[src/rtl/rom_prefetch_pkg.sv]
// Shared constants for the ROM prefetch stage.
// QUIT_OPCODE is only consulted when PREFETCH_QUIT_STOP_EN is defined.
package rom_prefetch_pkg;

    localparam int ADDR_W_DEF = 5;
    localparam int WORD_W_DEF = 8;

    localparam logic [7:0] QUIT_OPCODE = 8'h0E;

    function automatic int cnt_w(input int depth);
        return $clog2(depth) + 1;
    endfunction

endpackage

[src/rtl/rom_prefetch_if.sv]
// Core-side instruction handshake: head byte, its PC, valid/ready.
// master = prefetch stage, slave = decoder.
interface rom_prefetch_if #(
    parameter int ADDR_W = 5,
    parameter int WORD_W = 8
);

    logic              instr_valid;
    logic [WORD_W-1:0] instr_data;
    logic [ADDR_W-1:0] instr_pc;
    logic              instr_ready;

    modport master (
        output instr_valid,
        output instr_data,
        output instr_pc,
        input  instr_ready
    );

    modport slave (
        input  instr_valid,
        input  instr_data,
        input  instr_pc,
        output instr_ready
    );

endinterface

[src/rtl/rom_prefetch_fifo.sv]
// First-word-fall-through FIFO with synchronous clear for fetched bytes.
// Head reads as zero while empty.
module prefetch_fifo
    import rom_prefetch_pkg::*;
#(
    parameter int DEPTH = 4,
    parameter int WIDTH = 13
) (
    input  logic                      clk,
    input  logic                      reset,
    input  logic                      clear,
    input  logic                      push,
    input  logic [WIDTH-1:0]          push_data,
    input  logic                      pop,
    output logic [WIDTH-1:0]          head,
    output logic                      head_valid,
    output logic [cnt_w(DEPTH)-1:0]   count,
    output logic                      full
);

    localparam int PW = $clog2(DEPTH);
    localparam int CW = cnt_w(DEPTH);

    logic [WIDTH-1:0] mem [DEPTH];
    logic [PW-1:0]    wr_ptr;
    logic [PW-1:0]    rd_ptr;
    logic             push_ok;
    logic             pop_ok;

    assign head_valid = (count != '0);
    assign full       = (count == CW'(DEPTH));
    assign push_ok    = push && !full;
    assign pop_ok     = pop && head_valid;
    assign head       = head_valid ? mem[rd_ptr] : '0;

    always_ff @(posedge clk) begin
        if (push_ok) begin
            mem[wr_ptr] <= push_data;
        end
    end

    always_ff @(posedge clk) begin
        if (!reset || clear) begin
            wr_ptr <= '0;
            rd_ptr <= '0;
            count  <= '0;
        end else begin
            if (push_ok) begin
                wr_ptr <= wr_ptr + PW'(1);
            end
            if (pop_ok) begin
                rd_ptr <= rd_ptr + PW'(1);
            end
            unique case ({push_ok, pop_ok})
                2'b10:   count <= count + CW'(1);
                2'b01:   count <= count - CW'(1);
                default: count <= count;
            endcase
        end
    end

    // The credit scheme upstream must never push into a full FIFO.
    ovf_a: assert property (@(posedge clk) disable iff (!reset)
        !(push && full && !clear));

endmodule

[src/rtl/rom_prefetch.sv]
// Instruction prefetch between a registered-read ROM and the decoder.
// PREFETCH_QUIT_STOP_EN: stop fetching after capturing the quit opcode.
module rom_prefetch
    import rom_prefetch_pkg::*;
#(
    parameter int              ADDR_W   = ADDR_W_DEF,
    parameter int              WORD_W   = WORD_W_DEF,
    parameter int              DEPTH    = 4,
    parameter logic [ADDR_W-1:0] RESET_PC = '0
) (
    input  logic              clk,
    input  logic              reset,
    output logic [ADDR_W-1:0] rom_addr,
    output logic              rom_enable_out,
    input  logic [WORD_W-1:0] rom_data,
    input  logic              jump,
    input  logic [ADDR_W-1:0] jump_addr,
    rom_prefetch_if.master    core,
    output logic              halted
);

    localparam int CW = cnt_w(DEPTH);
    localparam int FW = WORD_W + ADDR_W;

    logic [ADDR_W-1:0] fetch_pc;
    logic [ADDR_W-1:0] inflight_pc;
    logic              inflight;
    logic              issue;
    logic              push;
    logic              pop;
    logic              quit_cap;
    logic [CW:0]       used;
    logic [CW-1:0]     count;
    logic [FW-1:0]     head;
    logic              head_valid;
    logic              fifo_full;

    assign rom_addr       = fetch_pc;
    assign rom_enable_out = inflight;

    assign push = inflight && !jump;
    assign pop  = head_valid && core.instr_ready && !jump;

    // Credits include the outstanding ROM read so a capture always fits.
    assign used  = {1'b0, count} + (CW + 1)'(inflight);
    assign issue = reset && !jump && !halted && !quit_cap
                && (used < (CW + 1)'(DEPTH));

    always_ff @(posedge clk) begin
        if (!reset) begin
            fetch_pc    <= RESET_PC;
            inflight    <= 1'b0;
            inflight_pc <= '0;
        end else if (jump) begin
            fetch_pc    <= jump_addr;
            inflight    <= 1'b0;
        end else begin
            inflight <= issue;
            if (issue) begin
                inflight_pc <= fetch_pc;
                fetch_pc    <= fetch_pc + ADDR_W'(1);
            end
        end
    end

`ifdef PREFETCH_QUIT_STOP_EN
    logic halt_q;

    assign quit_cap = push && (rom_data == WORD_W'(QUIT_OPCODE));
    assign halted   = halt_q;

    always_ff @(posedge clk) begin
        if (!reset || jump) begin
            halt_q <= 1'b0;
        end else if (quit_cap) begin
            halt_q <= 1'b1;
        end
    end
`else
    assign quit_cap = 1'b0;
    assign halted   = 1'b0;
`endif

    prefetch_fifo #(
        .DEPTH (DEPTH),
        .WIDTH (FW)
    ) u_fifo (
        .clk        (clk),
        .reset      (reset),
        .clear      (jump),
        .push       (push),
        .push_data  ({rom_data, inflight_pc}),
        .pop        (pop),
        .head       (head),
        .head_valid (head_valid),
        .count      (count),
        .full       (fifo_full)
    );

    assign core.instr_valid = head_valid;
    assign core.instr_data  = head[FW-1:ADDR_W];
    assign core.instr_pc    = head[ADDR_W-1:0];

endmodule

[src/flat_wrapper.sv]
// flat-port wrapper written by rule: the top's interface ports become plain ports
module rom_prefetch_flat import rom_prefetch_pkg::*;
#(
    parameter int              ADDR_W   = ADDR_W_DEF,
    parameter int              WORD_W   = WORD_W_DEF,
    parameter int              DEPTH    = 4,
    parameter logic [ADDR_W-1:0] RESET_PC = '0
)
  (clk, reset, rom_addr, rom_enable_out, rom_data, jump, jump_addr, halted, core_instr_valid, core_instr_data, core_instr_pc, core_instr_ready);
  rom_prefetch_if #(.ADDR_W(ADDR_W), .WORD_W(WORD_W)) core_i ();
  input  logic clk;
  input  logic reset;
  output logic [ADDR_W-1:0] rom_addr;
  output logic rom_enable_out;
  input  logic [WORD_W-1:0] rom_data;
  input  logic jump;
  input  logic [ADDR_W-1:0] jump_addr;
  output logic halted;
  output wire logic [$bits(core_i.instr_valid)-1:0] core_instr_valid;
  output wire logic [$bits(core_i.instr_data)-1:0] core_instr_data;
  output wire logic [$bits(core_i.instr_pc)-1:0] core_instr_pc;
  input wire logic [$bits(core_i.instr_ready)-1:0] core_instr_ready;
  assign core_instr_valid = core_i.instr_valid;
  assign core_instr_data = core_i.instr_data;
  assign core_instr_pc = core_i.instr_pc;
  assign core_i.instr_ready = core_instr_ready;
  rom_prefetch #(.ADDR_W(ADDR_W), .WORD_W(WORD_W), .DEPTH(DEPTH), .RESET_PC(RESET_PC)) u_core (.clk(clk), .reset(reset), .rom_addr(rom_addr), .rom_enable_out(rom_enable_out), .rom_data(rom_data), .jump(jump), .jump_addr(jump_addr), .core(core_i), .halted(halted));
endmodule
[config.mk]
export PLATFORM = sky130hd
export DESIGN_NAME = rom_prefetch_flat
export DESIGN_NICKNAME = d
export VERILOG_FILES = /design/src/rtl/rom_prefetch_pkg.sv /design/src/rtl/rom_prefetch_if.sv /design/src/rtl/rom_prefetch_fifo.sv /design/src/rtl/rom_prefetch.sv /design/src/flat_wrapper.sv
export SDC_FILE = /design/constraint.sdc
export NUM_CORES = 1
export LEC_CHECK = 0
export CORE_MARGIN = 4
export CORE_UTILIZATION = 50
export DETAILED_ROUTE_END_ITERATION = 7
export DONT_BUFFER_PORTS = 1
export SLEW_MARGIN = 40
export SYNTH_ARGS = -nofsm -noshare
export SYNTH_HDL_FRONTEND = slang
export SYNTH_SLANG_ARGS = --single-unit
[constraint.sdc]
create_clock -name clk -period 3.8 [get_ports clk]
set_clock_uncertainty 0.05 [all_clocks]
set_input_delay 0.57 -clock clk [delete_from_list [all_inputs] [get_ports clk]]
set_output_delay 0.57 -clock clk [all_outputs]
set_load 0.005 [all_outputs]
==> flow_summary_export.csv <==
group,metric,value,unit
setup_path,rr_worst_depth,9,
setup_path,worstPathRequired,4.01,ns
setup_path,critPathCaptureType,"flip-flop",
synthesis,synthCells,202,
cts,h-tree-depth,3,
min_path,hold_end,"u_core.u_fifo.mem[3][12]",
sta,slew_headroom,52.8,%
final_layout,area_growth,6.48,%
cts,cts_setup_buffers,0,
cts,worstSkewPairLatency,0.33,ns
synthesis,ys_ff_latch,72,
sta,finalHoldViolCount,0,
global_route,antenna_found_initial,0,
floorplanning,coreArea,5640,µm²
min_path,holdPathStages,0,
setup_path,r2r_slack,1.13,ns
sta,rsz0062_at_grt,"false",
global_route,gr-usage-all-layers,15.8,%
global_route,overflow,0,
final_layout,num-fill-cells,454,
setup_path,critical_path_class,"flip-flop to flip-flop",
cts,cts_buffers,9,
floorplanning,initial_core_util,53.1,%
cts,cts_resized,0,
cts,numClockSinks,72,
setup_path,cpMostUsedCell,"inv_1",
setup_path,crit_slowest_cell,"dfxtp_1",
min_path,hold_class,"input pin to flip-flop",
route,routedWlPerCell,18.5,µm
final_layout,final_layout_size_suffix_gt1_share,14.1,%
cts,cts_tree,"yes",
placed_design,gp_congestion,0.873,
synthesis,syn_area_per_cell,14.8,µm²
route,detail-route-antenna-nets,0,
pwr,power.leakage,1.03,nW
synthesis,ys_warn_count,0,
floorplanning,io-pin-count,38,
final_layout,final_cell_mix,"edfxtp_1, dfxtp_1, mux4_2, nor2b_1, nand3_1",
sta,whs,0.281,ns
synthesis,syn-num-nets,226,
run,drv_cap,0,
floorplanning,die_y,85.4,µm
setup_path,crit_fanout,11,
status,outcome,"completed",
placed_design,numPortBuffers,0,
synthesis,syn-cell-area,2990,µm²
floorplanning,core.rowCount,27,
cts,cts_root_buf,"clkbuf_8",
sta,fmax,375,MHz
setup_path,crit_family,"simple AND/OR/NAND/NOR gates",
route,first_iter_violations,91,
final_layout,final_common_cell,"edfxtp_1",
route,via_count,1631,
cts,clk_path_buf_depth,2,
setup_path,r2r_end,"u_core.u_fifo.count[2]",
final_layout,nets,225,
global_route,first_global_vias,1692,
cts,cts.clk_slew.worst_paths,0.07,ns
synthesis,synth.distinct_cells,38,
final_layout,antenna_cells,0,
sta,finalMaxSlewViolations,0,
setup_path,crit_path_max_incr_delay,0.56,ns
cts,hold_buffers,0,
sta,timing.final.crit_period,2.67,ns
sta,worst_pin_slew,0.708,ns
setup_path,cp.arrival,2.88,ns
setup_path,crit_buf_inv,2,
setup_path,r2r-start,"u_core.u_fifo.count[2]",
placed_design,dp.final_hpwl,3460,µm
route,drt_wl_total,5150,µm
sta,finalCritPeriodShare,70.3,%
pwr,peakVddDrop,0.273,mV
route,vias_per_cell,5.87,
route,drc,0,
sta,setup_violations,0,
route,dr.pass1.iters,4,
sta,setup_tns,0,ns
setup_path,crit_chain,"nor3b_1 > nor3_1 > inv_1 > ha_1 > inv_1 > fa_1 > xor2_1 > or3_1 > a21oi_1",
setup_path,setup.worst_path.start_class,"flip-flop",
pwr,power.density,434,nW/µm²
global_route,grt_start_max_net_pins,18,
floorplanning,die_area,7290,µm²
floorplanning,die_w,85.4,µm
min_path,worstHoldStart,"rom_data[7]",
synthesis,synth_seq_area_share,65.5,%
global_route,grt_pass1_wl,8630,µm
synthesized netlist by cell type, drive strengths merged:
master,count,area [µm²]
o31ai,1,7.51
a21boi,5,37.5
o21ai,9,45.0
dfxtp,20,400
xor2,4,35.0
nand4,5,31.3
or3,2,12.5
o311ai,1,8.76
nor2b,13,81.3
or3b,1,8.76
conb,1,3.75
nand3b,1,7.51
nor2,8,30.0
nand3,13,65.1
o211ai,1,7.51
nor3,2,10.0
mux4,13,293
and3,1,6.26
buf,6,41.3
edfxtp,52,1560
nand2,2,7.51
or4,2,15.0
ha,6,75.1
inv,9,33.8
nand4b,2,17.5
and2,4,25.0
o2111a,1,11.3
clkbuf,6,22.5
nor3b,2,20.0
o2111ai,3,26.3
nand2b,1,6.26
a21oi,4,20.0
fa,1,20.0
worst max path at each step:
stage                                 from                     end  cells past startpoint
finish              u_core.u_fifo.count[2]  u_core.u_fifo.count[2]                      9
global route        u_core.u_fifo.count[2]  u_core.u_fifo.count[2]                      9
CTS                 u_core.u_fifo.count[2]  u_core.u_fifo.count[2]                      9
detailed placement  u_core.u_fifo.count[2]  u_core.u_fifo.count[2]                      9
global placement    u_core.u_fifo.count[2]  u_core.u_fifo.count[2]                      9
floorplan           u_core.u_fifo.count[2]  u_core.u_fifo.count[2]                     10
area by class of cell:
cell class	instances	area (µm²)	area share, %
sequential	72	1960	61.6
multi-input combinational	109	946	29.7
clock buffer	11	131	4.12
tap	72	90.1	2.83
inverter	9	33.8	1.06
clock inverter	5	23.8	0.746
worst reg2reg max path, cell delays in order (launching register included):
cell	delay [ns]
dfxtp_1	0.56
nor3b_1	0.43
nor3_1	0.16
inv_1	0.09
ha_1	0.19
inv_1	0.07
fa_1	0.40
xor2_1	0.17
or3_1	0.31
a21oi_1	0.16
metal layers:
| metal | part of all wire [%] | track usage (%) | routed length [µm] |
|---|---|---|---|
| met1 | 41 | 18.4 | 2110 |
| met2 | 50 | 26.1 | 2580 |
| met3 | 7.1 | 5.63 | 366 |
| met4 | 1.6 | 7.19 | 83 |
| met5 | 0 | 0 | 0 |
logic make-up (layout without fill, tap and decap cells):
family	after synthesis	count (layout)	share of synthesized area, %
adder cells (fa/ha/maj)	7	7	3.18
other	1	1	0.125
flip-flops	72	72	65.5
AO/OA/AOI/OAI	25	25	5.47
buffers and inverters	21	25	3.26
multiplexers	13	13	9.78
XOR/XNOR	4	4	1.17
AND/OR/NAND/NOR	59	59	11.5
sequential cells by signal, summed over array words and instances, names as in the netlist, named ones only:
| name | count |
|---|---|
| u_core.u_fifo.rd_ptr | 2 |
| u_core.u_fifo.count | 3 |
| u_core.inflight_pc | 5 |
| u_core.u_fifo.mem | 52 |
| u_core.rom_addr | 5 |
| u_core.u_fifo.wr_ptr | 2 |
| u_core.rom_enable_out | 1 |
metrics by stage:
step	power [mW]	cell area, µm²	std cells	util, %	worst slack (ns)
6_report	1.38	3190	278	56.5	1.13
5_1_grt	1.45	3190	278	56.5	0.882
4_1_cts	1.40	3190	278	56.5	1.16
3_5_place_dp	0.921	3030	262	53.8	1.20
3_3_place_gp	0.918	3030	262	53.6	1.40
2_1_floorplan	0.914	2990	202	-	1.44
power breakdown:
group          internal [mW]  switching, mW  leakage, nW
Combinational         0.0173         0.0207        0.290
Clock                  0.230          0.249       0.0843
Sequential             0.852         0.0134        0.656
Note: power is estimated with default switching activity, not from simulation.
